### src/rtl/roc_pkg.sv
// -----------------------------------------------------------------------------
// roc_pkg
// Shared definitions for the rank-order-coding input encoder.
//   roc_state_t  : encoder FSM states
//   NEXT_INDEX_W : width of the index handed to the AER input controller
// Optional build macro used by this block: ROC_ZERO_SKIP_EN (see roc_encoder).
// -----------------------------------------------------------------------------
package roc_pkg;

   localparam int NEXT_INDEX_W = 10;

   typedef enum logic [2:0] {
      IDLE      = 3'd0,
      SEARCH    = 3'd1,
      SEND      = 3'd2,
      WAIT_BUSY = 3'd3,
      WAIT_FREE = 3'd4,
      DONE      = 3'd5
   } roc_state_t;

endpackage

### src/rtl/roc_max_finder.sv
// -----------------------------------------------------------------------------
// roc_max_finder
// Sequential masked argmax over the latched image, one pixel per cycle.
// A scan is launched by a one-cycle start pulse; pixel 0 is examined in the
// start cycle itself, so a full pass takes IMAGE_SIZE cycles and is followed by
// a one-cycle done pulse with best_idx/best_val stable.
// Ports:
//   clk, rst_n : clock, asynchronous active-low reset
//   start      : launch a new scan (restarts any scan in progress)
//   image      : latched pixel array
//   mask       : 1 = pixel already sent, excluded from the scan
//   best_idx   : index of the largest unmasked pixel (lowest index on ties)
//   best_val   : value of that pixel
//   done       : one-cycle pulse, result valid
// -----------------------------------------------------------------------------
module roc_max_finder
   import roc_pkg::*;
#(
   parameter int IMAGE_SIZE = 7,
   parameter int IDX_W      = 3,
   parameter int PIXEL_BITS = 8
) (
   input  logic                  clk,
   input  logic                  rst_n,
   input  logic                  start,
   input  logic [PIXEL_BITS-1:0] image [0:IMAGE_SIZE-1],
   input  logic [IMAGE_SIZE-1:0] mask,
   output logic [IDX_W-1:0]      best_idx,
   output logic [PIXEL_BITS-1:0] best_val,
   output logic                  done
);

   logic                  running_reg;
   logic [IDX_W-1:0]      cnt_reg;
   logic                  found_reg;

   logic                  active;
   logic [IDX_W-1:0]      scan_idx;
   logic [PIXEL_BITS-1:0] cand;
   logic                  have_best;
   logic                  take;
   logic                  last;

   always_comb begin
      active    = start | running_reg;
      scan_idx  = start ? '0 : cnt_reg;
      cand      = image[scan_idx];
      // A start cycle discards whatever the previous scan accumulated.
      have_best = start ? 1'b0 : found_reg;
      // The first unmasked pixel is always taken so that zero-valued pixels
      // can still win; afterwards only a strictly larger value replaces it.
      take      = active && !mask[scan_idx] && (!have_best || (cand > best_val));
      last      = (scan_idx == IDX_W'(IMAGE_SIZE - 1));
   end

   always_ff @(posedge clk or negedge rst_n) begin
      if (!rst_n) begin
         running_reg <= 1'b0;
         cnt_reg     <= '0;
         found_reg   <= 1'b0;
         best_idx    <= '0;
         best_val    <= '0;
         done        <= 1'b0;
      end else begin
         done <= 1'b0;
         if (start) begin
            found_reg <= 1'b0;
            best_idx  <= '0;
            best_val  <= '0;
         end
         if (take) begin
            found_reg <= 1'b1;
            best_idx  <= scan_idx;
            best_val  <= cand;
         end
         if (active) begin
            if (last) begin
               running_reg <= 1'b0;
               cnt_reg     <= '0;
               done        <= 1'b1;
            end else begin
               running_reg <= 1'b1;
               cnt_reg     <= scan_idx + 1'b1;
            end
         end
      end
   end

endmodule

### src/rtl/roc_encoder.sv
// -----------------------------------------------------------------------------
// roc_encoder
// Rank-order-coding input encoder. Latches an image on NEW_IMAGE and emits the
// pixel indices in descending intensity order (ties: lowest index first), one
// per AER handshake. Encoding stops early on FIRST_INFERENCE_DONE.
// Ports:
//   CLK                  : clock, rising edge
//   RST                  : asynchronous active-low reset
//   IMAGE                : pixel array, sampled when NEW_IMAGE is accepted
//   NEW_IMAGE            : start request (honoured in IDLE/DONE only)
//   AERIN_CTRL_BUSY      : AER controller busy
//   FIRST_INFERENCE_DONE : abort request
//   NEXT_INDEX           : emitted pixel index, held between strobes
//   FOUND_NEXT_INDEX     : one-cycle strobe, NEXT_INDEX valid
//   ENCODER_RDY          : image fully encoded or aborted
// Build option: define ROC_ZERO_SKIP_EN to never emit zero-valued pixels; the
// encoder then finishes as soon as the best remaining value is zero.
// -----------------------------------------------------------------------------
module roc_encoder
   import roc_pkg::*;
#(
   parameter int IMAGE_SIZE      = 7,
   parameter int IMAGE_SIZE_BITS = $clog2(IMAGE_SIZE),
   parameter int PIXEL_MAX_VALUE = 255,
   parameter int PIXEL_BITS      = $clog2(PIXEL_MAX_VALUE)
) (
   input  logic                    CLK,
   input  logic                    RST,
   input  logic [PIXEL_BITS-1:0]   IMAGE [0:IMAGE_SIZE-1],
   input  logic                    NEW_IMAGE,
   input  logic                    AERIN_CTRL_BUSY,
   input  logic                    FIRST_INFERENCE_DONE,
   output logic [NEXT_INDEX_W-1:0] NEXT_INDEX,
   output logic                    FOUND_NEXT_INDEX,
   output logic                    ENCODER_RDY
);

   // Keep the counter at least one bit wide for a degenerate one-pixel image.
   localparam int IDX_W = (IMAGE_SIZE_BITS < 1) ? 1 : IMAGE_SIZE_BITS;

`ifdef ROC_ZERO_SKIP_EN
   localparam bit ZERO_SKIP = 1'b1;
`else
   localparam bit ZERO_SKIP = 1'b0;
`endif

   roc_state_t            state_reg;
   logic [PIXEL_BITS-1:0] image_reg [0:IMAGE_SIZE-1];
   logic [IMAGE_SIZE-1:0] mask_reg;
   logic                  start_reg;

   logic                  accept;
   logic [IDX_W-1:0]      best_idx;
   logic [PIXEL_BITS-1:0] best_val;
   logic                  find_done;

   assign accept = ((state_reg == IDLE) || (state_reg == DONE)) && NEW_IMAGE;

   genvar gi;
   generate
      for (gi = 0; gi < IMAGE_SIZE; gi++) begin : g_pix
         always_ff @(posedge CLK or negedge RST) begin
            if (!RST) begin
               image_reg[gi] <= '0;
            end else if (accept) begin
               image_reg[gi] <= IMAGE[gi];
            end
         end
      end
   endgenerate

   roc_max_finder #(
      .IMAGE_SIZE (IMAGE_SIZE),
      .IDX_W      (IDX_W),
      .PIXEL_BITS (PIXEL_BITS)
   ) u_max_finder (
      .clk      (CLK),
      .rst_n    (RST),
      .start    (start_reg),
      .image    (image_reg),
      .mask     (mask_reg),
      .best_idx (best_idx),
      .best_val (best_val),
      .done     (find_done)
   );

   always_ff @(posedge CLK or negedge RST) begin
      if (!RST) begin
         state_reg        <= IDLE;
         mask_reg         <= '0;
         start_reg        <= 1'b0;
         NEXT_INDEX       <= '0;
         FOUND_NEXT_INDEX <= 1'b0;
         ENCODER_RDY      <= 1'b0;
      end else begin
         start_reg        <= 1'b0;
         FOUND_NEXT_INDEX <= 1'b0;
         case (state_reg)
            IDLE, DONE: begin
               if (NEW_IMAGE) begin
                  mask_reg    <= '0;
                  ENCODER_RDY <= 1'b0;
                  start_reg   <= 1'b1;
                  state_reg   <= SEARCH;
               end
            end
            default: begin
               if (FIRST_INFERENCE_DONE) begin
                  state_reg   <= DONE;
                  ENCODER_RDY <= 1'b1;
               end else begin
                  case (state_reg)
                     SEARCH: begin
                        // A done pulse seen during the start cycle belongs to
                        // a scan that was interrupted by an abort; ignore it.
                        if (find_done && !start_reg) begin
                           if (ZERO_SKIP && (best_val == '0)) begin
                              state_reg   <= DONE;
                              ENCODER_RDY <= 1'b1;
                           end else begin
                              state_reg <= SEND;
                           end
                        end
                     end
                     SEND: begin
                        if (!AERIN_CTRL_BUSY) begin
                           NEXT_INDEX         <= NEXT_INDEX_W'(best_idx);
                           FOUND_NEXT_INDEX   <= 1'b1;
                           mask_reg[best_idx] <= 1'b1;
                           state_reg          <= WAIT_BUSY;
                        end
                     end
                     WAIT_BUSY: begin
                        if (AERIN_CTRL_BUSY) begin
                           state_reg <= WAIT_FREE;
                        end
                     end
                     WAIT_FREE: begin
                        if (!AERIN_CTRL_BUSY) begin
                           if (&mask_reg) begin
                              state_reg   <= DONE;
                              ENCODER_RDY <= 1'b1;
                           end else begin
                              start_reg <= 1'b1;
                              state_reg <= SEARCH;
                           end
                        end
                     end
                     default: state_reg <= IDLE;
                  endcase
               end
            end
         endcase
      end
   end

endmodule

### config.mk
export PLATFORM = sky130hd
export DESIGN_NAME = roc_encoder
export DESIGN_NICKNAME = d
export VERILOG_FILES = /design/src/rtl/roc_pkg.sv /design/src/rtl/roc_max_finder.sv /design/src/rtl/roc_encoder.sv
export SDC_FILE = /design/constraint.sdc
export NUM_CORES = 1
export LEC_CHECK = 0
export CAP_MARGIN = 5
export CORE_MARGIN = 2
export CORE_UTILIZATION = 60
export CTS_BUF_LIST = sky130_fd_sc_hd__clkbuf_2
export DETAILED_ROUTE_END_ITERATION = 6
export GPL_ROUTABILITY_DRIVEN = 0
export PLACE_DENSITY = 0.92
export REMOVE_ABC_BUFFERS = 1
export SLEW_MARGIN = 0
export SYNTH_ARGS = -nofsm -noshare
export SYNTH_HDL_FRONTEND = slang
export SYNTH_SLANG_ARGS = --single-unit
### constraint.sdc
create_clock -name CLK -period 6.5 [get_ports CLK]
set_clock_uncertainty 0.05 [all_clocks]
set_input_delay 1.3 -clock CLK [delete_from_list [all_inputs] [get_ports CLK]]
set_output_delay 1.3 -clock CLK [all_outputs]
set_load 0.01 [all_outputs]
==> qor.json, run 1 <==
{
  "layout_min_cycle_time": {"value": 3.967, "unit": "ns"},
  "mappedNetlistArea": {"value": 4457, "unit": "µm²"},
  "synth_compound_gate_area_share": {"value": 11.82, "unit": "%"},
  "design_power_total": {"value": 2533, "unit": "µW"},
  "crit_path_capture_type": {"value": "register"},
  "post_synth_xor_area_fraction": {"value": 0.1965, "unit": "%"},
  "antenna_cells_inserted": {"value": 0},
  "drive_above_1_share": {"value": 20.49, "unit": "%"},
  "worstHoldEndpoint": {"value": "image_reg[20]"},
  "sequential_cell_area_fraction_in_the_yosys_report": {"value": 49.97, "unit": "%"},
  "grt_first_pass_wirelength": {"value": 14710, "unit": "µm"},
  "report.final.hold_viol_count": {"value": 0},
  "setup_violations": {"value": 0},
  "mean_syn_cell_area": {"value": 11.43, "unit": "µm²"},
  "worstPathMaxFanout": {"value": 20},
  "cts-buffers-inserted": {"value": 9},
  "num-nets-final": {"value": 513},
  "die-height": {"value": 90.19, "unit": "µm"},
  "startpoint_type": {"value": "register"},
  "timing.fmax": {"value": 252.1, "unit": "MHz"},
  "layout-area-overhead-vs-synth": {"value": 16.25, "unit": "%"},
  "final_min_period_over_clock_period": {"value": 61.02, "unit": "%"},
  "synth_edf_count": {"value": 0},
  "synth-simple-area-share": {"value": 10.58, "unit": "%"},
  "worstRegToRegCells": {"value": 12},
  "synthArstFlopShare": {"value": 100.0, "unit": "%"},
  "detailedRoute.firstPassIterationCount": {"value": 4},
  "hold_path_depth": {"value": 1},
  "ys_warn_count": {"value": 0},
  "rsz_0062_raised_after_global_routing": {"value": "false"},
  "synth_top_cell_area_share": {"value": 49.97, "unit": "%"},
  "tightestPinTransition": {"value": 1.074, "unit": "ns"},
  "grt_max_degree": {"value": 90},
  "first_global_vias": {"value": 3117},
  "aggregate_negative_setup_slack": {"value": 0, "unit": "ns"},
  "largest_register_ffs": {"value": 56},
  "power_per_cell_area": {"value": 488.8, "unit": "nW/µm²"},
  "grt_antenna_before_repair": {"value": 0},
  "timing.rr.end": {"value": "u_max_finder.best_val[3]"},
  "floorplan.die.width": {"value": 90.19, "unit": "µm"},
  "crit_arrival": {"value": 4.39, "unit": "ns"},
  "synth.lib_cells_used.distinct": {"value": 53},
  "netlist_instances": {"value": 390},
  "synth_flop_cell": {"value": "sky130_fd_sc_hd__dfrtp_1"},
  "timing.max_cap.violations": {"value": 0},
  "clock-sinks": {"value": 89},
  "clk-insertion-delay-late": {"value": 0.57, "unit": "ns"},
  "ctsRootBufferMaster": {"value": "sky130_fd_sc_hd__clkbuf_2"},
  "criticalPathCategory": {"value": "register to register"},
  "cts_htree_levels": {"value": 3},
  "finalMaxSlewViolations": {"value": 0},
  "tritoncts_clock_tree": {"value": "done"},
  "initial_core_util": {"value": 61.78, "unit": "%"},
  "portBuffers": {"value": 65},
  "post-cts-setup-buffer-count": {"value": 0},
  "share_of_synthesized_area_spent_on_multiplexers": {"value": 19.79, "unit": "%"},
  "critical_path.reg2reg.startpoint": {"value": "u_max_finder.cnt_reg[0]"},
  "synth_top_cells_by_area": {"value": "sky130_fd_sc_hd__dfrtp_1 50%, sky130_fd_sc_hd__mux2_2 16%, sky130_fd_sc_hd__mux2i_1 3.4%"},
  "die_area": {"value": 8133, "unit": "µm²"},
  "slew_headroom": {"value": 28.42, "unit": "%"},
  "finalWirelength": {"value": 8874, "unit": "µm"},
  "ys_ff_latch": {"value": 89},
  "detailedRoute.firstIterationViolations": {"value": 297},
  "synthesized_area_fraction_occupied_by_adder_cells": {"value": 2.471, "unit": "%"},
  "hp-class": {"value": "register to register"},
  "globalRouteOverflowTotal": {"value": 0},
  "largest_family_of_logic_cells_by_synthesized_area": {"value": "multiplexers"},
  "rows": {"value": 31},
  "critPathRequiredTime": {"value": 6.92, "unit": "ns"},
  "dp_hpwl": {"value": 6267, "unit": "µm"},
  "startpoint_of_the_most_critical_hold_path": {"value": "image_reg[20]"},
  "final_antenna_net_count": {"value": 0},
  "regToRegSetupSlack": {"value": 2.53, "unit": "ns"},
  "post_drt_via_cell_ratio": {"value": 5.803},
  "placeableCoreArea": {"value": 7214, "unit": "µm²"},
  "power.ir.vdd_worst": {"value": 0.2336, "unit": "mV"},
  "hold_slack": {"value": 0.4829, "unit": "ns"},
  "vias_after_detailed_routing": {"value": 3180},
  "p_leak": {"value": 0.002190, "unit": "µW"},
  "clock_transition_at_the_registers_of_the_reported_paths": {"value": 0.21, "unit": "ns"},
  "post_cts_gate_resize_count": {"value": 0},
  "run_status": {"value": "finished, final reports clean"},
  "global_route.usage.total": {"value": 22.56, "unit": "%"},
  "number_of_buffers_on_the_longest_clock_path": {"value": 2},
  "netlist.top_cell.by_area": {"value": "sky130_fd_sc_hd__dfrtp_1"},
  "holdBufCountCts": {"value": 0},
  "post-route-drc-count": {"value": 0},
  "routed_wire_length_per_instance": {"value": 16.19, "unit": "µm"},
  "floorplan.io_pins": {"value": 73}
}
[worst max-delay path, cell delays in order (launching register included)]
cell                       delay [ns]
sky130_fd_sc_hd__dfrtp_1         0.71
sky130_fd_sc_hd__buf_4           0.35
sky130_fd_sc_hd__nor2b_1         0.29
sky130_fd_sc_hd__a22oi_1         0.10
sky130_fd_sc_hd__o21ai_0         0.15
sky130_fd_sc_hd__a22oi_1         0.13
sky130_fd_sc_hd__o22ai_1         0.23
sky130_fd_sc_hd__ha_1            0.31
sky130_fd_sc_hd__a211oi_1        0.23
sky130_fd_sc_hd__o21ai_0         0.12
sky130_fd_sc_hd__o22ai_1         0.52
sky130_fd_sc_hd__nand2b_1        0.33
sky130_fd_sc_hd__mux2_2          0.36
[final cells by class]
class                   instances  area (µm²)
repair buffers                 68       670.6
fillers                       522        2033
multi-input cells             264        2027
well taps                      99       123.9
clock inverters                 5       32.53
inverters                      12       45.04
flip-flops and latches         89        2227
clock buffers                  11       55.05
[synthesized netlist by cell type (2+ instances only)]
cell type / count
sky130_fd_sc_hd__nand2b_1: 6
sky130_fd_sc_hd__a22oi_1: 4
sky130_fd_sc_hd__dfrtp_1: 89
sky130_fd_sc_hd__buf_4: 7
sky130_fd_sc_hd__or3b_1: 2
sky130_fd_sc_hd__o21bai_1: 2
sky130_fd_sc_hd__o21ai_0: 8
sky130_fd_sc_hd__nand4_1: 3
sky130_fd_sc_hd__a31o_2: 2
sky130_fd_sc_hd__nand3_1: 2
sky130_fd_sc_hd__nor2_1: 27
sky130_fd_sc_hd__o22ai_1: 12
sky130_fd_sc_hd__inv_1: 12
sky130_fd_sc_hd__buf_6: 3
sky130_fd_sc_hd__a211oi_1: 3
sky130_fd_sc_hd__nor3_1: 4
sky130_fd_sc_hd__nand3b_1: 6
sky130_fd_sc_hd__nor3b_1: 3
sky130_fd_sc_hd__mux2_2: 65
sky130_fd_sc_hd__clkbuf_1: 8
sky130_fd_sc_hd__a31oi_1: 4
sky130_fd_sc_hd__o31ai_1: 5
sky130_fd_sc_hd__mux2i_1: 15
sky130_fd_sc_hd__o32ai_1: 2
sky130_fd_sc_hd__nor2b_1: 12
sky130_fd_sc_hd__buf_2: 12
sky130_fd_sc_hd__o22a_1: 4
sky130_fd_sc_hd__ha_1: 8
sky130_fd_sc_hd__nand2_1: 16
sky130_fd_sc_hd__a21oi_1: 21
[how the worst max path moves through the flow]
stage          slack (ns)  cells past startpoint                        to                     from
6_report             2.53                     12  u_max_finder.best_val[3]  u_max_finder.cnt_reg[0]
5_1_grt              2.18                     12  u_max_finder.best_val[3]  u_max_finder.cnt_reg[0]
4_1_cts              2.60                     12  u_max_finder.best_val[3]  u_max_finder.cnt_reg[0]
3_5_place_dp         2.63                     12  u_max_finder.best_val[3]  u_max_finder.cnt_reg[0]
3_3_place_gp         2.81                     12  u_max_finder.best_val[3]  u_max_finder.cnt_reg[0]
2_1_floorplan        3.09                     11  u_max_finder.best_idx[0]  u_max_finder.cnt_reg[1]
[where the power goes]
part	internal, µW	switching [µW]	total, µW	leakage (µW)
clock	51.5	182	234	0.0000540
combinational	671	622	1290	0.00106
sequential	802	204	1010	0.00108
total	1530	1010	2530	0.00219
[cell families (layout without fill, tap and decap cells)]
| group | count (synthesis) | after routing |
|---|---|---|
| multiplexers | 80 | 80 |
| AO/OA/AOI/OAI | 79 | 79 |
| AND/OR/NAND/NOR | 88 | 88 |
| flip-flops | 89 | 89 |
| adder cells (fa/ha/maj) | 9 | 9 |
| other | 1 | 7 |
| XOR/XNOR | 1 | 1 |
| buffers and inverters | 43 | 96 |
[cells in the final DEF, fill, tap and decap left out, types with 3 or more instances in the layout]
| cell type | n |
|---|---|
| sky130_fd_sc_hd__a31oi_1 | 4 |
| sky130_fd_sc_hd__buf_4 | 4 |
| sky130_fd_sc_hd__nor2b_1 | 12 |
| sky130_fd_sc_hd__clkdlybuf4s50_1 | 64 |
| sky130_fd_sc_hd__o21ai_0 | 8 |
| sky130_fd_sc_hd__nor3b_1 | 3 |
| sky130_fd_sc_hd__a22oi_1 | 4 |
| sky130_fd_sc_hd__a21oi_1 | 21 |
| sky130_fd_sc_hd__o22a_1 | 4 |
| sky130_fd_sc_hd__mux2_2 | 65 |
| sky130_fd_sc_hd__clkbuf_2 | 11 |
| sky130_fd_sc_hd__nand2b_1 | 6 |
| sky130_fd_sc_hd__nor3_1 | 4 |
| sky130_fd_sc_hd__ha_1 | 8 |
| sky130_fd_sc_hd__clkinvlp_4 | 3 |
| sky130_fd_sc_hd__nand4_1 | 3 |
| sky130_fd_sc_hd__dfrtp_1 | 89 |
| sky130_fd_sc_hd__o31ai_1 | 5 |
| sky130_fd_sc_hd__o22ai_1 | 12 |
| sky130_fd_sc_hd__a211oi_1 | 3 |
| sky130_fd_sc_hd__nand3b_1 | 6 |
| sky130_fd_sc_hd__nor2_1 | 27 |
| sky130_fd_sc_hd__mux2i_1 | 15 |
| sky130_fd_sc_hd__inv_1 | 12 |
| sky130_fd_sc_hd__nand2_1 | 16 |
| sky130_fd_sc_hd__conb_1 | 7 |
[routing by layer]
metal	vias to the layer above	track usage (%)	part of all wire, %
li1	1503	-	-
met1	1566	29.86	43
met2	101	37.22	50
met3	10	4.946	5.2
met4	0	7.436	1.4
met5	-	0	0
[per-stage QoR]
stage	utilization (%)	setup WS, ns	std cells	instance area, µm²
floorplan	-	3.091	365	4298
global placement	70.60	2.809	532	5094
detailed placement	70.60	2.632	532	5094
CTS	71.82	2.605	548	5181
global route	71.82	2.178	548	5181
finish	71.82	2.533	548	5181
No activity file was read; power rests on OpenSTA's default activity.
==> inputs of run 2 (changes only) <==
CORE_UTILIZATION = 55   (was 60)
PLACE_DENSITY = 0.86   (was 0.92)
clock period = 3.78 ns   (was 6.5 ns; I/O delays follow)
==> qor.json, run 2 (synthesis gave the netlist of run 1 again) <==
{
  "clock-sinks": {"value": 89},
  "worstRegToRegCells": {"value": 10},
  "p_clk_share": {"value": 12.8, "unit": "%"},
  "floorplan.io_pins": {"value": 73},
  "number_of_buffers_on_the_longest_clock_path": {"value": 2},
  "post_drt_via_cell_ratio": {"value": 5.737},
  "cts-buffers-inserted": {"value": 9},
  "place_worst_setup_slack": {"value": 0.6353, "unit": "ns"},
  "layout_min_cycle_time": {"value": 3.234, "unit": "ns"},
  "crit_arrival": {"value": 3.63, "unit": "ns"},
  "crit_path_capture_type": {"value": "register"},
  "critical_path.most_common_cell": {"value": "sky130_fd_sc_hd__o22ai_1"},
  "final_common_cell": {"value": "sky130_fd_sc_hd__dfrtp_1"},
  "rsz_0062_raised_after_global_routing": {"value": "false"},
  "floorplan.die.width": {"value": 94.02, "unit": "µm"},
  "run_status": {"value": "finished, final reports clean"},
  "p_sw_share": {"value": 37.76, "unit": "%"},
  "first_global_vias": {"value": 3190},
  "timing.rr.end": {"value": "u_max_finder.best_val[5]"},
  "ctsRootBufferMaster": {"value": "sky130_fd_sc_hd__clkbuf_2"},
  "rows": {"value": 32},
  "clk-insertion-delay-late": {"value": 0.55, "unit": "ns"},
  "power.sequential.fraction": {"value": 37.4, "unit": "%"},
  "post-cts-setup-buffer-count": {"value": 0},
  "global_route.usage.met3": {"value": 4.254, "unit": "%"},
  "p_sw": {"value": 1737, "unit": "µW"},
  "largest_register_ffs": {"value": 56},
  "timing.critical_path.slowest_stage_cell": {"value": "sky130_fd_sc_hd__dfrtp_1"},
  "critPathRequiredTime": {"value": 4.18, "unit": "ns"},
  "hp-class": {"value": "input port to asynchronous set/reset pin"},
  "path_buf_inv": {"value": 1},
  "critical_path.reg2reg.startpoint": {"value": "u_max_finder.cnt_reg[0]"},
  "post-route-drc-count": {"value": 0},
  "aggregate_negative_setup_slack": {"value": 0, "unit": "ns"},
  "setup_violations": {"value": 0},
  "layout-area-overhead-vs-synth": {"value": 18.64, "unit": "%"},
  "die_area": {"value": 8839, "unit": "µm²"},
  "timing.max_cap.violations": {"value": 0},
  "finalWirelength": {"value": 8988, "unit": "µm"},
  "worstPathCellList": {"value": "buf_4, and2b_1, nand2b_1, o22ai_1, o22ai_1, ha_1, nand4_1, nor3_1, nor2_1, o31ai_1"},
  "crit_path_max_incr_delay": {"value": 0.61, "unit": "ns"},
  "cts_htree_levels": {"value": 3},
  "placeableCoreArea": {"value": 7807, "unit": "µm²"},
  "global_route.usage.total": {"value": 21.44, "unit": "%"},
  "part_of_the_power_in_combinational_logic": {"value": 49.8, "unit": "%"},
  "grt_max_degree": {"value": 90},
  "report.final.hold_viol_count": {"value": 0},
  "die-height": {"value": 94.02, "unit": "µm"},
  "power.ir.vdd_worst": {"value": 0.3973, "unit": "mV"},
  "criticalPathCategory": {"value": "register to register"},
  "detailedRoute.firstPassIterationCount": {"value": 5},
  "final.setup.worst_slack": {"value": 0.5460, "unit": "ns"},
  "regToRegSetupSlack": {"value": 0.55, "unit": "ns"},
  "p_leak": {"value": 0.002251, "unit": "µW"},
  "dp_hpwl": {"value": 6408, "unit": "µm"},
  "routed_wire_length_per_instance": {"value": 16.19, "unit": "µm"},
  "tritoncts_clock_tree": {"value": "done"},
  "timing.fmax": {"value": 309.2, "unit": "MHz"},
  "crit_family": {"value": "simple AND/OR/NAND/NOR gates"},
  "final_antenna_net_count": {"value": 0},
  "finalMaxSlewViolations": {"value": 0},
  "holdBufCountCts": {"value": 0},
  "clock_transition_at_the_registers_of_the_reported_paths": {"value": 0.22, "unit": "ns"},
  "fill_cells": {"value": 580},
  "worstPathMaxFanout": {"value": 12},
  "global_route.usage.met2": {"value": 35.06, "unit": "%"},
  "power_per_cell_area": {"value": 869.9, "unit": "nW/µm²"},
  "num-nets-final": {"value": 518},
  "post_cts_gate_resize_count": {"value": 0},
  "grt_first_pass_wirelength": {"value": 14900, "unit": "µm"},
  "slew_headroom": {"value": 27.70, "unit": "%"},
  "antenna_cells_inserted": {"value": 0},
  "gr-usage-met1": {"value": 29.02, "unit": "%"},
  "internal_power": {"value": 2863, "unit": "µW"},
  "tightestPinTransition": {"value": 1.084, "unit": "ns"},
  "vias_after_detailed_routing": {"value": 3184},
  "globalRouteOverflowTotal": {"value": 0},
  "startpoint_type": {"value": "register"},
  "detailedRoute.firstIterationViolations": {"value": 182},
  "top_usage_layer": {"value": "met2"},
  "grt_antenna_before_repair": {"value": 0},
  "portBuffers": {"value": 65},
  "drive_above_1_share": {"value": 20.97, "unit": "%"},
  "final_cell_mix": {"value": "89 x sky130_fd_sc_hd__dfrtp_1, 65 x sky130_fd_sc_hd__mux2_2, 64 x sky130_fd_sc_hd__clkdlybuf4s50_1"},
  "initial_core_util": {"value": 57.08, "unit": "%"},
  "final_min_period_over_clock_period": {"value": 85.55, "unit": "%"}
}
[run 2: changes by cell type in the layout (fill, tap and decap cells not counted), sizes merged]
cell / previous run / this run
buf: 4 / 9
clkinvlp: 3 / 0
bufinv: 0 / 3
clkinv: 2 / 3
clkbuf: 11 / 9
[run 2: worst max-delay path by stage]
stage | start | endpoint | slack (ns) | cells after the start
3_3_place_gp | u_max_finder.cnt_reg[0] | u_max_finder.best_val[7] | 0.73 | 10
5_1_grt | u_max_finder.cnt_reg[0] | u_max_finder.best_val[5] | 0.18 | 10
2_1_floorplan | u_max_finder.cnt_reg[1] | u_max_finder.best_idx[0] | 0.37 | 11
3_5_place_dp | u_max_finder.cnt_reg[0] | u_max_finder.best_val[7] | 0.64 | 10
6_report | u_max_finder.cnt_reg[0] | u_max_finder.best_val[5] | 0.55 | 10
4_1_cts | u_max_finder.cnt_reg[0] | u_max_finder.best_val[5] | 0.54 | 10
[run 2: cell type report]
class / instances / area (µm²) / share of cell area (%)
tap: 102 / 127.6 / 2.414
multi-input combinational: 264 / 2027 / 38.33
inverter: 12 / 45.04 / 0.8519
clock inverter: 6 / 107.6 / 2.035
clock buffer: 9 / 45.04 / 0.8519
sequential: 89 / 2227 / 42.12
timing repair buffer: 73 / 708.2 / 13.39
[run 2: worst register-to-register path, stage by stage, from the launching register on]
cell,delay (ns)
sky130_fd_sc_hd__dfrtp_1,0.61
sky130_fd_sc_hd__buf_4,0.28
sky130_fd_sc_hd__and2b_1,0.24
sky130_fd_sc_hd__nand2b_1,0.16
sky130_fd_sc_hd__o22ai_1,0.19
sky130_fd_sc_hd__o22ai_1,0.11
sky130_fd_sc_hd__ha_1,0.31
sky130_fd_sc_hd__nand4_1,0.12
sky130_fd_sc_hd__nor3_1,0.57
sky130_fd_sc_hd__nor2_1,0.22
sky130_fd_sc_hd__o31ai_1,0.27
[run 2: routing by layer]
metal,part of all wire (%),up-vias,wire length (µm)
met2,49,96,4394
met4,1.8,0,163
met5,0,-,0
li1,-,1516,-
met1,44,1557,3977
met3,5.0,15,453
[run 2: through the flow]
step / utilization [%] / instances / total power (µW) / instance area [µm²] / hold WS, ns
floorplan: - / 365 / 3360 / 4298 / 0.4104
global placement: 65.77 / 540 / 3908 / 5135 / 0.4430
detailed placement: 65.77 / 540 / 3997 / 5135 / 0.4458
CTS: 67.72 / 555 / 4598 / 5288 / 0.3571
global route: 67.72 / 555 / 4936 / 5288 / 0.3983
finish: 67.72 / 555 / 4600 / 5288 / 0.3085
[run 2: power by group through the flow]
stage / registers [µW] / logic (µW) / clock network [µW]
2_1_floorplan: 1680 / 1680 / 0
3_3_place_gp: 1730 / 2180 / 0
3_5_place_dp: 1740 / 2260 / 0
4_1_cts: 1720 / 2290 / 595
5_1_grt: 1770 / 2530 / 638
6_report: 1720 / 2290 / 589
==> inputs of run 3 (changes only) <==
clock period = 3.5 ns   (was 3.78 ns; I/O delays follow)
==> qor.json, run 3 (synthesis gave the netlist of run 1 again) <==
{
  "timing.rr.end": {"value": "u_max_finder.best_idx[0]"},
  "multi_input_area": {"value": 2027, "unit": "µm²"},
  "timing.max_cap.violations": {"value": 0},
  "detailedRoute.firstIterationViolations": {"value": 201},
  "final_cells": {"value": 556},
  "placeableCoreArea": {"value": 7807, "unit": "µm²"},
  "detailedRoute.firstPassIterationCount": {"value": 5},
  "setup_violations": {"value": 0},
  "drive_above_1_share": {"value": 20.93, "unit": "%"},
  "die-height": {"value": 94.02, "unit": "µm"},
  "worstPathMaxFanout": {"value": 13},
  "floorplan.die.width": {"value": 94.02, "unit": "µm"},
  "grt_max_degree": {"value": 90},
  "clock_transition_at_the_registers_of_the_reported_paths": {"value": 0.22, "unit": "ns"},
  "post-cts-setup-buffer-count": {"value": 0},
  "worstPathCellList": {"value": "buf_4, o21bai_1, a222oi_1, nand2b_1, a2bb2oi_1, ha_1, nand4_1, or3_1, nand2b_1, mux2_2"},
  "routed_wire_length_per_instance": {"value": 15.99, "unit": "µm"},
  "fin_area": {"value": 5256, "unit": "µm²"},
  "hold_slack": {"value": 0.2748, "unit": "ns"},
  "initial_core_util": {"value": 57.08, "unit": "%"},
  "final_antenna_net_count": {"value": 0},
  "placedCellCount": {"value": 540},
  "hp-class": {"value": "input port to asynchronous set/reset pin"},
  "critical_path.reg2reg.startpoint": {"value": "u_max_finder.cnt_reg[0]"},
  "post-route-drc-count": {"value": 0},
  "path_buf_inv": {"value": 1},
  "grt_antenna_before_repair": {"value": 0},
  "seqCellArea": {"value": 2227, "unit": "µm²"},
  "report.final.hold_viol_count": {"value": 0},
  "power_per_cell_area": {"value": 921.0, "unit": "nW/µm²"},
  "rows": {"value": 32},
  "tightestPinTransition": {"value": 1.065, "unit": "ns"},
  "detailed_place.area": {"value": 5147, "unit": "µm²"},
  "crit_arrival": {"value": 3.55, "unit": "ns"},
  "worstSetupStartpoint": {"value": "u_max_finder.cnt_reg[0]"},
  "crit_path_max_incr_delay": {"value": 0.53, "unit": "ns"},
  "largest_register_ffs": {"value": 56},
  "regToRegSetupSlack": {"value": 0.35, "unit": "ns"},
  "fill_cells": {"value": 588},
  "power.ir.vdd_worst": {"value": 0.3695, "unit": "mV"},
  "grt_first_pass_wirelength": {"value": 14730, "unit": "µm"},
  "clock-sinks": {"value": 89},
  "timing.critical_path.slowest_stage_cell": {"value": "sky130_fd_sc_hd__dfrtp_1"},
  "number_of_buffers_on_the_longest_clock_path": {"value": 2},
  "crit_path_capture_type": {"value": "register"},
  "global_route.usage.total": {"value": 21.64, "unit": "%"},
  "cts_htree_levels": {"value": 3},
  "final_common_cell": {"value": "sky130_fd_sc_hd__dfrtp_1"},
  "dp_hpwl": {"value": 6415, "unit": "µm"},
  "rsz_0062_raised_after_global_routing": {"value": "false"},
  "worstRegToRegCells": {"value": 10},
  "holdBufCountCts": {"value": 0},
  "p_leak": {"value": 0.002231, "unit": "µW"},
  "num-nets-final": {"value": 518},
  "critPathRequiredTime": {"value": 3.91, "unit": "ns"},
  "finalMaxSlewViolations": {"value": 0},
  "antenna_cells_inserted": {"value": 0},
  "final_cell_mix": {"value": "89 x sky130_fd_sc_hd__dfrtp_1, 65 x sky130_fd_sc_hd__mux2_2, 64 x sky130_fd_sc_hd__clkdlybuf4s50_1"},
  "slew_headroom": {"value": 28.99, "unit": "%"},
  "startpoint_type": {"value": "register"},
  "run_status": {"value": "finished, final reports clean"},
  "finalWirelength": {"value": 8892, "unit": "µm"},
  "portBuffers": {"value": 65},
  "timing.fmax": {"value": 317.7, "unit": "MHz"},
  "crit_family": {"value": "simple AND/OR/NAND/NOR gates"},
  "cts-buffers-inserted": {"value": 9},
  "post_drt_via_cell_ratio": {"value": 5.662},
  "vias_after_detailed_routing": {"value": 3148},
  "first_global_vias": {"value": 3060},
  "layout_min_cycle_time": {"value": 3.148, "unit": "ns"},
  "aggregate_negative_setup_slack": {"value": 0, "unit": "ns"},
  "floorplan.io_pins": {"value": 73},
  "ctsRootBufferMaster": {"value": "sky130_fd_sc_hd__clkbuf_2"},
  "globalRouteOverflowTotal": {"value": 0},
  "layout-area-overhead-vs-synth": {"value": 17.94, "unit": "%"},
  "tritoncts_clock_tree": {"value": "done"},
  "critical_path.most_common_cell": {"value": "sky130_fd_sc_hd__nand2b_1"},
  "design_power_total": {"value": 4841, "unit": "µW"},
  "final_min_period_over_clock_period": {"value": 89.94, "unit": "%"},
  "criticalPathCategory": {"value": "register to register"},
  "clk-insertion-delay-late": {"value": 0.55, "unit": "ns"},
  "die_area": {"value": 8839, "unit": "µm²"},
  "post_cts_gate_resize_count": {"value": 0}
}
## run 3: changes by cell type in the layout (fill, tap and decap cells not counted), sizes merged
cell / delta
clkinvlp: +1
clkinv: +1
clkbuf: +1
bufinv: -2
## run 3: how the worst max path moves through the flow
stage | to | slack, ns | depth (start not counted)
detailed placement | u_max_finder.best_idx[0] | 0.42 | 10
floorplan | u_max_finder.best_idx[0] | 0.09 | 11
CTS | u_max_finder.best_idx[0] | 0.38 | 10
global route | u_max_finder.best_val[7] | 0.06 | 10
global placement | u_max_finder.best_val[3] | 0.53 | 10
finish | u_max_finder.best_idx[0] | 0.35 | 10
## run 3: final cells by class
cell class | instances | area share (%)
timing repair buffer | 73 | 13.71
sequential | 89 | 42.37
tap | 102 | 2.428
multi-input combinational | 264 | 38.56
clock buffer | 10 | 0.9522
inverter | 12 | 0.8569
clock inverter | 6 | 1.119
## run 3: routing by layer
metal	track usage, %	share of wire [%]	up-vias
li1	-	-	1512
met1	29.83	44	1530
met2	33.15	48	85
met3	3.933	4.5	21
met4	10.51	3.1	0
met5	0	0	-
## run 3: power by group
| part | internal (µW) | switching (µW) | total [µW] |
|---|---|---|---|
| Combinational | 1310 | 1200 | 2510 |
| Clock | 163 | 339 | 502 |
| Sequential | 1490 | 335 | 1830 |
## run 3: through the flow
step / util (%) / worst slack, ns
2_1_floorplan: - / 0.09122
3_3_place_gp: 65.93 / 0.5310
3_5_place_dp: 65.93 / 0.4162
4_1_cts: 67.32 / 0.3803
5_1_grt: 67.32 / 0.05837
6_report: 67.32 / 0.3523
